`src/rtl/btc_blk_minmax_replay_if.sv`:
```
// Handshake bundle for the min/max replay stage.
// The collect side and the replay side share one interface.
interface btc_blk_minmax_replay_if;
  logic        inValid;
  logic        inReady;
  logic [63:0] inPix;
  logic        flush;
  logic        outValid;
  logic        outReady;
  logic [63:0] outPix;
  logic [31:0] outMinMax;
  logic        outLast;

  modport master (
    output inValid, inPix, flush, outReady,
    input  inReady, outValid, outPix, outMinMax, outLast
  );

  modport slave (
    input  inValid, inPix, flush, outReady,
    output inReady, outValid, outPix, outMinMax, outLast
  );
endinterface

```
`src/rtl/btc_blk_minmax_replay.sv`:
```
// Buffers one 4x4 RGB555 block, tracks min/max pixel by luma key, then replays
// each beat paired with the block {Min,Max} word for the index encoder.
module btc_blk_minmax_replay #(
  parameter int NBEATS = 4,
  parameter int CNTW   = 3
) (
  input logic                     clock,
  input logic                     reset,
  btc_blk_minmax_replay_if.slave  bus
);
  typedef enum logic {COLLECT, REPLAY} stateT;

  localparam logic [CNTW-1:0] LASTIDX = CNTW'(NBEATS - 1);

  stateT            stateReg, stateNext;
  logic [CNTW-1:0]  cntReg, cntNext;
  logic [15:0]      minReg, maxReg;
  logic [7:0]       minKeyReg, maxKeyReg;
  logic [63:0]      outPixReg;
  logic [31:0]      outMinMaxReg;
  logic             outLastReg;
  logic [63:0]      bufMem [NBEATS];

  logic             accept, advance, atLast;
  logic [CNTW-1:0]  readAddr;
  logic [15:0]      lanePix [4];
  logic [7:0]       laneKey [4];
  logic [15:0]      minMerged, maxMerged;
  logic [7:0]       minKeyMerged, maxKeyMerged;

  // Bit 15 is deliberately left out of the key but kept in the stored pixel.
  generate
    for (genvar gi = 0; gi < 4; gi++) begin : gLane
      assign lanePix[gi] = bus.inPix[16*gi +: 16];
      assign laneKey[gi] = {lanePix[gi][9], lanePix[gi][8], lanePix[gi][14], lanePix[gi][4],
                            lanePix[gi][7], lanePix[gi][13], lanePix[gi][3], lanePix[gi][6]};
    end
  endgenerate

  // Lanes are merged in ascending order with strict compares, so earlier pixels win ties.
  always_comb begin
    minMerged    = (cntReg == '0) ? lanePix[0] : minReg;
    maxMerged    = (cntReg == '0) ? lanePix[0] : maxReg;
    minKeyMerged = (cntReg == '0) ? laneKey[0] : minKeyReg;
    maxKeyMerged = (cntReg == '0) ? laneKey[0] : maxKeyReg;
    for (int i = 0; i < 4; i++) begin
      if (laneKey[i] < minKeyMerged) begin
        minMerged    = lanePix[i];
        minKeyMerged = laneKey[i];
      end
      if (laneKey[i] > maxKeyMerged) begin
        maxMerged    = lanePix[i];
        maxKeyMerged = laneKey[i];
      end
    end
  end

  always_comb begin
    stateNext = stateReg;
    cntNext   = cntReg;
    accept    = 1'b0;
    advance   = 1'b0;
    atLast    = (cntReg == LASTIDX);
    if (bus.flush) begin
      stateNext = COLLECT;
      cntNext   = '0;
    end else begin
      case (stateReg)
        COLLECT: begin
          if (bus.inValid) begin
            accept = 1'b1;
            if (atLast) begin
              cntNext   = '0;
              stateNext = REPLAY;
            end else begin
              cntNext = cntReg + 1'b1;
            end
          end
        end
        REPLAY: begin
          if (bus.outReady) begin
            advance = 1'b1;
            if (atLast) begin
              cntNext   = '0;
              stateNext = COLLECT;
            end else begin
              cntNext = cntReg + 1'b1;
            end
          end
        end
        default: stateNext = COLLECT;
      endcase
    end
  end

  // The first replay beat is fetched on the final accept, giving one-cycle latency.
  assign readAddr = (stateReg == COLLECT) ? '0 : cntReg + 1'b1;

  always_ff @(posedge clock) begin
    if (accept) begin
      bufMem[cntReg] <= bus.inPix;
    end
  end

  always_ff @(posedge clock or negedge reset) begin
    if (!reset) begin
      stateReg     <= COLLECT;
      cntReg       <= '0;
      minReg       <= '0;
      maxReg       <= '0;
      minKeyReg    <= '0;
      maxKeyReg    <= '0;
      outPixReg    <= '0;
      outMinMaxReg <= '0;
      outLastReg   <= 1'b0;
    end else begin
      stateReg <= stateNext;
      cntReg   <= cntNext;
      if (bus.flush) begin
        outLastReg <= 1'b0;
      end else if (accept) begin
        minReg    <= minMerged;
        maxReg    <= maxMerged;
        minKeyReg <= minKeyMerged;
        maxKeyReg <= maxKeyMerged;
        if (atLast) begin
          outMinMaxReg <= {minMerged, maxMerged};
          outPixReg    <= bufMem[readAddr];
          outLastReg   <= 1'b0;
        end
      end else if (advance) begin
        if (atLast) begin
          outLastReg <= 1'b0;
        end else begin
          outPixReg  <= bufMem[readAddr];
          outLastReg <= (readAddr == LASTIDX);
        end
      end
    end
  end

  assign bus.inReady   = (stateReg == COLLECT);
  assign bus.outValid  = (stateReg == REPLAY);
  assign bus.outPix    = outPixReg;
  assign bus.outMinMax = outMinMaxReg;
  assign bus.outLast   = outLastReg;
endmodule

```
`src/flat_wrapper.sv`:
```
// flat-port wrapper written by rule: the top's interface ports become plain ports
module btc_blk_minmax_replay_flat 
#(
  parameter int NBEATS = 4,
  parameter int CNTW   = 3
)
  (clock, reset, bus_inValid, bus_inPix, bus_flush, bus_outReady, bus_inReady, bus_outValid, bus_outPix, bus_outMinMax, bus_outLast);
  btc_blk_minmax_replay_if bus_i ();
  input logic clock;
  input logic reset;
  input wire logic [$bits(bus_i.inValid)-1:0] bus_inValid;
  input wire logic [$bits(bus_i.inPix)-1:0] bus_inPix;
  input wire logic [$bits(bus_i.flush)-1:0] bus_flush;
  input wire logic [$bits(bus_i.outReady)-1:0] bus_outReady;
  output wire logic [$bits(bus_i.inReady)-1:0] bus_inReady;
  output wire logic [$bits(bus_i.outValid)-1:0] bus_outValid;
  output wire logic [$bits(bus_i.outPix)-1:0] bus_outPix;
  output wire logic [$bits(bus_i.outMinMax)-1:0] bus_outMinMax;
  output wire logic [$bits(bus_i.outLast)-1:0] bus_outLast;
  assign bus_i.inValid = bus_inValid;
  assign bus_i.inPix = bus_inPix;
  assign bus_i.flush = bus_flush;
  assign bus_i.outReady = bus_outReady;
  assign bus_inReady = bus_i.inReady;
  assign bus_outValid = bus_i.outValid;
  assign bus_outPix = bus_i.outPix;
  assign bus_outMinMax = bus_i.outMinMax;
  assign bus_outLast = bus_i.outLast;
  btc_blk_minmax_replay #(.NBEATS(NBEATS), .CNTW(CNTW)) u_core (.clock(clock), .reset(reset), .bus(bus_i));
endmodule
```
`config.mk`:
```
export PLATFORM = sky130hd
export DESIGN_NAME = btc_blk_minmax_replay_flat
export DESIGN_NICKNAME = d
export VERILOG_FILES = /design/src/rtl/btc_blk_minmax_replay_if.sv /design/src/rtl/btc_blk_minmax_replay.sv /design/src/flat_wrapper.sv
export SDC_FILE = /design/constraint.sdc
export NUM_CORES = 1
export LEC_CHECK = 0
export CORE_ASPECT_RATIO = 1.2
export CORE_MARGIN = 3
export CORE_UTILIZATION = 40
export CTS_BUF_LIST = sky130_fd_sc_hd__clkbuf_16
export DETAILED_ROUTE_END_ITERATION = 16
export PLACE_DENSITY = 0.66
export SLEW_MARGIN = 40
export SYNTH_ARGS = -nofsm -noshare
export SYNTH_HDL_FRONTEND = slang
export SYNTH_SLANG_ARGS = --single-unit
```
`constraint.sdc`:
```
create_clock -name clock -period 13.14 [get_ports clock]
set_input_delay 3.285 -clock clock [delete_from_list [all_inputs] [get_ports clock]]
set_output_delay 3.285 -clock clock [all_outputs]
set_load 0.01 [all_outputs]
```
# [Word level (Yosys, flattened, before mapping)]
# Memories as Yosys holds them, arrays and structs flattened.
# Index checks and enable logic that the tools add are counted.
[op_classes] bitwise=2 n_eq_ne=7 n_mux=49 magnitude_cmp=8 n_reduce_logical=8 n_addsub=1
[ops] op="64-bit 2-to-1 mux" n=4
[ops] op="16-bit 2-to-1 mux" n=10
[ops] op="8-bit 2-to-1 mux" n=10
[ops] op="8-bit > comparator" n=4
[ops] op="8-bit < comparator" n=4
[ops] op="1-bit 2-to-1 mux" n=18
[ops] op="3-bit 2-to-1 mux" n=5
[ops] op="3-bit != test, second input constant" n=3
[ops] op="3-bit by 2-bit == test with 1-bit output, second input constant" n=2
[ops] op="3-bit case mux with 2 select lines" n=1
[ops] op="2-bit AND reduction" n=3
[ops] op="4-bit AND reduction" n=1
[ops] op="3-bit by 1-bit adder with 3-bit output, second input constant" n=1
[ops] op="3-bit logical NOT" n=1
[ops] op="3-bit AND reduction" n=1
[ops] op="3-bit nonzero test" n=1
[ops] op="2-bit by 1-bit != test with 1-bit output, second input constant" n=1
[ops] op="2-bit != test, second input constant" n=1
[ops] op="1-bit inverter" n=2
[ops] op="1-bit case mux with 2 select lines" n=1
[ops] op="2-bit nonzero test" n=1
[totals] out_inout_bits=99 inputBits=69 n_memories=1 reg_bits=149 ram_bits=256 wordCells=85
[memory_table] name="u_core.bufMem" words=4 width=64 read_ports=1 rd_ports_with_merged_regs=0 write_ports=1 line_no="btc_blk_minmax_replay.sv:22" rtl="logic [63:0] bufMem [NBEATS];"

# [Depth between registers and ports, before layout]
[logic_depth] word_depth=10 ltp_mapped=48

# [Worst setup path before layout]
# No wires, ideal clock.
[synth_path] path_kind="input to register" startpoint="in bus_inPix[14]" endpoint="reg u_core.outMinMaxReg[10], in the netlist u_core.bus.outMinMax[10]" setup_time_ns=0.135 stages=40 arrival_time_ns=10.839 path_slack_ns=2.167 path_cell_list="and2_1 a21oi_1 ha_1 nand3_1 a21oi_1 a221oi_2 nor2_1 clkbuf_1 mux2_2 inv_1 ha_1 and4_1 and2_1 nor2b_1 and3_1 o221ai_1 a21o_1 clkbuf_1 (+4 left out) a31o_2 a21o_1 o31a_1 a31o_2 nand3_1 buf_2 o211ai_1 and2_1 ha_1 o21a_1 o21a_1 o21ai_0 a21oi_1 o31ai_1 and2_1 clkbuf_1 clkbuf_1 a31oi_1"
[synth_via] elab_chain_cells=9
[synth_lines] element="from (decl)" line_no="flat_wrapper.sv:12" rtl="input wire logic [$bits(bus_i.inPix)-1:0] bus_inPix;"
[synth_lines] element="8-bit 2-to-1 mux" line_no="btc_blk_minmax_replay.sv:45" rtl="maxKeyMerged = (cntReg == '0) ? laneKey[0] : maxKeyReg;"
[synth_lines] element="8-bit > comparator" line_no="btc_blk_minmax_replay.sv:51" rtl="if (laneKey[i] > maxKeyMerged) begin"
[synth_lines] element="8-bit 2-to-1 mux" line_no="btc_blk_minmax_replay.sv:51"
[synth_lines] element="8-bit > comparator" line_no="btc_blk_minmax_replay.sv:51"
[synth_lines] element="8-bit 2-to-1 mux" line_no="btc_blk_minmax_replay.sv:51"
[synth_lines] element="8-bit > comparator" line_no="btc_blk_minmax_replay.sv:51"
[synth_lines] element="8-bit 2-to-1 mux" line_no="btc_blk_minmax_replay.sv:51"
[synth_lines] element="8-bit > comparator" line_no="btc_blk_minmax_replay.sv:51"
[synth_lines] element="16-bit 2-to-1 mux (*)" line_no="btc_blk_minmax_replay.sv:51"
[synth_lines] element="to (signal assigned)" line_no="btc_blk_minmax_replay.sv:127" rtl="outMinMaxReg <= {minMerged, maxMerged};"
[synth_lines] element="to (decl)" line_no="btc_blk_minmax_replay.sv:20" rtl="logic [31:0] outMinMaxReg;"
# Every way passes the cells marked *; elsewhere a longest branch is shown, timed or not.
# A chain may end at the register's enable or synchronous reset.

# [Worst setup path in the final report]
[layout_path] startpoint="in bus_inPix[4]" endpoint="reg u_core.outMinMaxReg[2], in the netlist u_core.bus.outMinMax[2]"
# Same word-level chain as after synthesis.

==> impl_metrics.yaml <==
cts:
  cts_setup_buffers: 0
  postCtsHoldBufs: 0
  cts_made_buffers: 42
  clk_pin_slew_worst_paths_ns: 0.06
  cts_htree_levels: 2
  clock-sinks: 405
  cts_max_path_buffers: 3
  insertion_delay_ns: 0.55
  cts_resized: 0
  cts-root-buf: "clkbuf_16"
  cts_tree: "yes"
floorplan:
  fp.dieArea_um2: 49700
  die_x_um: 204
  num_io_pins: 168
  start_util_pct: 40.7
  die_y_um: 244
  core_area_um2: 46300
  num_rows: 86
grt:
  grt_pass1_wl_um: 84200
  antenna_found_initial: 0
  grt_max_degree: 89
  grt_pass1_vias: 13675
  grt_overflow: 0
  grtUsageTotal_pct: 22.2
logic_synthesis:
  synthSimpleGateAreaFrac_pct: 12.3
  avgSynthCellArea_um2: 11.2
  synth_cell_type_count: 54
  synth_cells: 1677
  ys_seq_elements: 405
  synthMuxAreaShare_pct: 7.13
  synth_warnings: 0
  synth-edff-count: 256
  seq_area_frac_synth_pct: 60.6
  yosys-top-cells-count: "nand2_1, edfxtp_1, o21ai_0"
  synth_adder_area_share_pct: 4.05
  synth_compound_area_share_pct: 13.3
  synth_xor_area_share_pct: 0.0930
  yosysMostFrequentCell: "nand2_1"
  synthTopCellsByArea: "edfxtp_1, dfrtp_1, o21ai_0"
  synth_flop_cell: "edfxtp_1"
  syn_area_um2: 18800
  synth_nets: 1807
  synth_top_cell_by_area: "edfxtp_1"
  yosysTopAreaCellShare_pct: 40.8
  async_flop_share_pct: 36.8
  synth_top_family_by_area: "compound AO/OA/AOI/OAI gates"
worst_setup_path:
  worstReg2RegEnd: "u_core.bus.outMinMax[2]$_DFFE_PN0P_"
  path_class: "in -> reg"
  cp_max_fo: 19
  r2r_start: "u_core.cntReg[0]$_DFFE_PN0P_"
  required_ns: 13.54
  slowest_delay_ns: 0.76
  cp-start-kind: "primary input"
  critPathArrivalTime_ns: 12.29
  rrSetupSlack_ns: 3.21
  cp-end-kind: "register"
  crit_end: "u_core.bus.outMinMax[2]$_DFFE_PN0P_"
  startpoint: "bus_inPix[4]"
  r2r_cells: 38
  critical-path-slowest-cell: "clkdlybuf4s50_1"
layout:
  layout.nets: 1960
  diodes: 0
  areaGrowthSynthToFinish_pct: 21.4
  drive_gt1_share_pct: 11.8
  fill_cells: 4104
sta:
  period_share_pct: 90.5
  fin_crit_ns: 11.90
  rsz0062_at_grt: "no"
  tightest_slew_ns: 0.849
  slew_viol_final: 0
  slew_headroom_pct: 43.2
  finClkSkew_ns: 0.0151
  hold_violations: 0
  timing.fmax_mhz: 84.1
  setup_viol: 0
  holdWs_ns: 0.477
  setup_tns_ns: 0
power:
  ir_worst_vdd_uv: 163
  power.density_nw_per_um2: 223
  p_leak_uw: 0.00890
detailed_routing:
  drt-initial-drc-count: 1086
  via_count: 13897
  dr.pass1.iters: 7
  routedWlPerCell_um: 22.8
  ant_nets: 0
  vias_per_cell: 5.61
  routed_wl_um: 56600
  drc_errors: 0
placed_design:
  numPortBuffers: 167
  gp_congestion: 0.927
  place_hpwl_um: 38400
min_path:
  hold_path_class: "reg -> reg"
  hold_path_depth: 2
run_status:
  outcome: "finished clean"
flow_run:
  maxCapViolations: 0
[cells in the final DEF, fill, tap and decap left out, types with 3 or more instances in the layout]
master           instances
a211o_1                  3
a211oi_1                 7
a21o_1                  28
a21oi_1                 35
a31o_2                   4
a31oi_1                 40
and2_0                   8
and2_1                  14
and2_2                   4
and3_1                   4
buf_4                   35
buf_6                    6
bufinv_16               11
clkbuf_16               43
clkdlybuf4s50_1        166
clkinv_1                 3
clkinv_2                 9
dfrtp_1                148
edfxtp_1               256
ha_1                    61
inv_1                   30
mux2_2                  81
mux2i_1                 43
nand2_1                311
nand2b_1                 3
nand3_1                 95
nand4_1                  6
nor2_1                  43
nor2b_1                  7
nor3_1                   3
o211ai_1                14
o21a_1                  14
o21ai_0                251
o221ai_1                 4
o31ai_1                  9
or3_1                   17
[cell families after synthesis]
logic type	Yosys count
buffers and inverters	124
DFF	405
adders and majority gates	61
muxes	124
and+or+nand+nor	532
AOI/OAI and AO/OA	429
xor gates and xnor gates	2
[critical path: cells and delay by family]
family	cells	cell delay, ns
muxes	1	0.41
buffers and inverters	3	1.18
adders and majority gates	4	1.16
and+or+nand+nor	13	3.71
AOI/OAI and AO/OA	15	2.53
[where the power goes]
group	internal [uW]	total, uW	switching (uW)
Sequential	1610	1800	190
Combinational	856	1990	1130
Clock	812	1320	503
[registers in the layout, summed over array words and instances (netlist names)]
name,cells
u_core.bufMem,256
u_core.maxReg,16
u_core.minReg,16
u_core.bus.outValid,1
u_core.maxKeyReg,8
u_core.bus.outPix,64
u_core.bus.outMinMax,32
u_core.minKeyReg,8
u_core.bus.outLast,1
u_core.cntReg,3
[cell type report]
cell class | instances | area [um2] | share of cell area (%)
Tap cell | 616 | 771 | 3.37
Clock buffer | 43 | 1080 | 4.70
Clock inverter | 34 | 445 | 1.95
Timing Repair Buffer | 210 | 2050 | 8.95
Multi-Input combinational cell | 1148 | 7030 | 30.7
Sequential cell | 405 | 11400 | 49.9
Inverter | 23 | 86.3 | 0.377
[worst min path at each step]
stage               slack [ns]                               from                           endpoint
detailed placement        0.47  u_core.bus.outPix[23]$_DFFE_PN0P_  u_core.bus.outPix[23]$_DFFE_PN0P_
global route              0.50   u_core.bus.outPix[2]$_DFFE_PN0P_   u_core.bus.outPix[2]$_DFFE_PN0P_
global placement          0.47  u_core.bus.outPix[32]$_DFFE_PN0P_  u_core.bus.outPix[32]$_DFFE_PN0P_
floorplan                 0.44      u_core.minReg[14]$_DFFE_PN0P_      u_core.minReg[14]$_DFFE_PN0P_
finish                    0.48  u_core.bus.outPix[28]$_DFFE_PN0P_  u_core.bus.outPix[28]$_DFFE_PN0P_
CTS                       0.48  u_core.bus.outPix[23]$_DFFE_PN0P_  u_core.bus.outPix[23]$_DFFE_PN0P_
[stage by stage]
stage	utilization, %	std cells	setup slack (ns)	power (uW)	instance area, um2
2_1_floorplan	-	1677	2.17	2970	18800
3_3_place_gp	46.0	2401	1.18	3760	21300
3_5_place_dp	46.1	2401	0.810	3790	21300
4_1_cts	49.4	2478	1.39	5110	22800
5_1_grt	49.4	2479	0.595	5390	22900
6_report	49.4	2479	1.24	5100	22900
[layer usage]
layer  up-vias  global-route usage [%]  part of all wire (%)
met5         -                       0                     0
met4         0                    8.97                   4.3
met3       124                    3.65                   5.8
met2       464                    37.8                    49
met1      6881                    28.1                    41
li1       6428                       -                     -
Power figures use the tool's default switching activity.
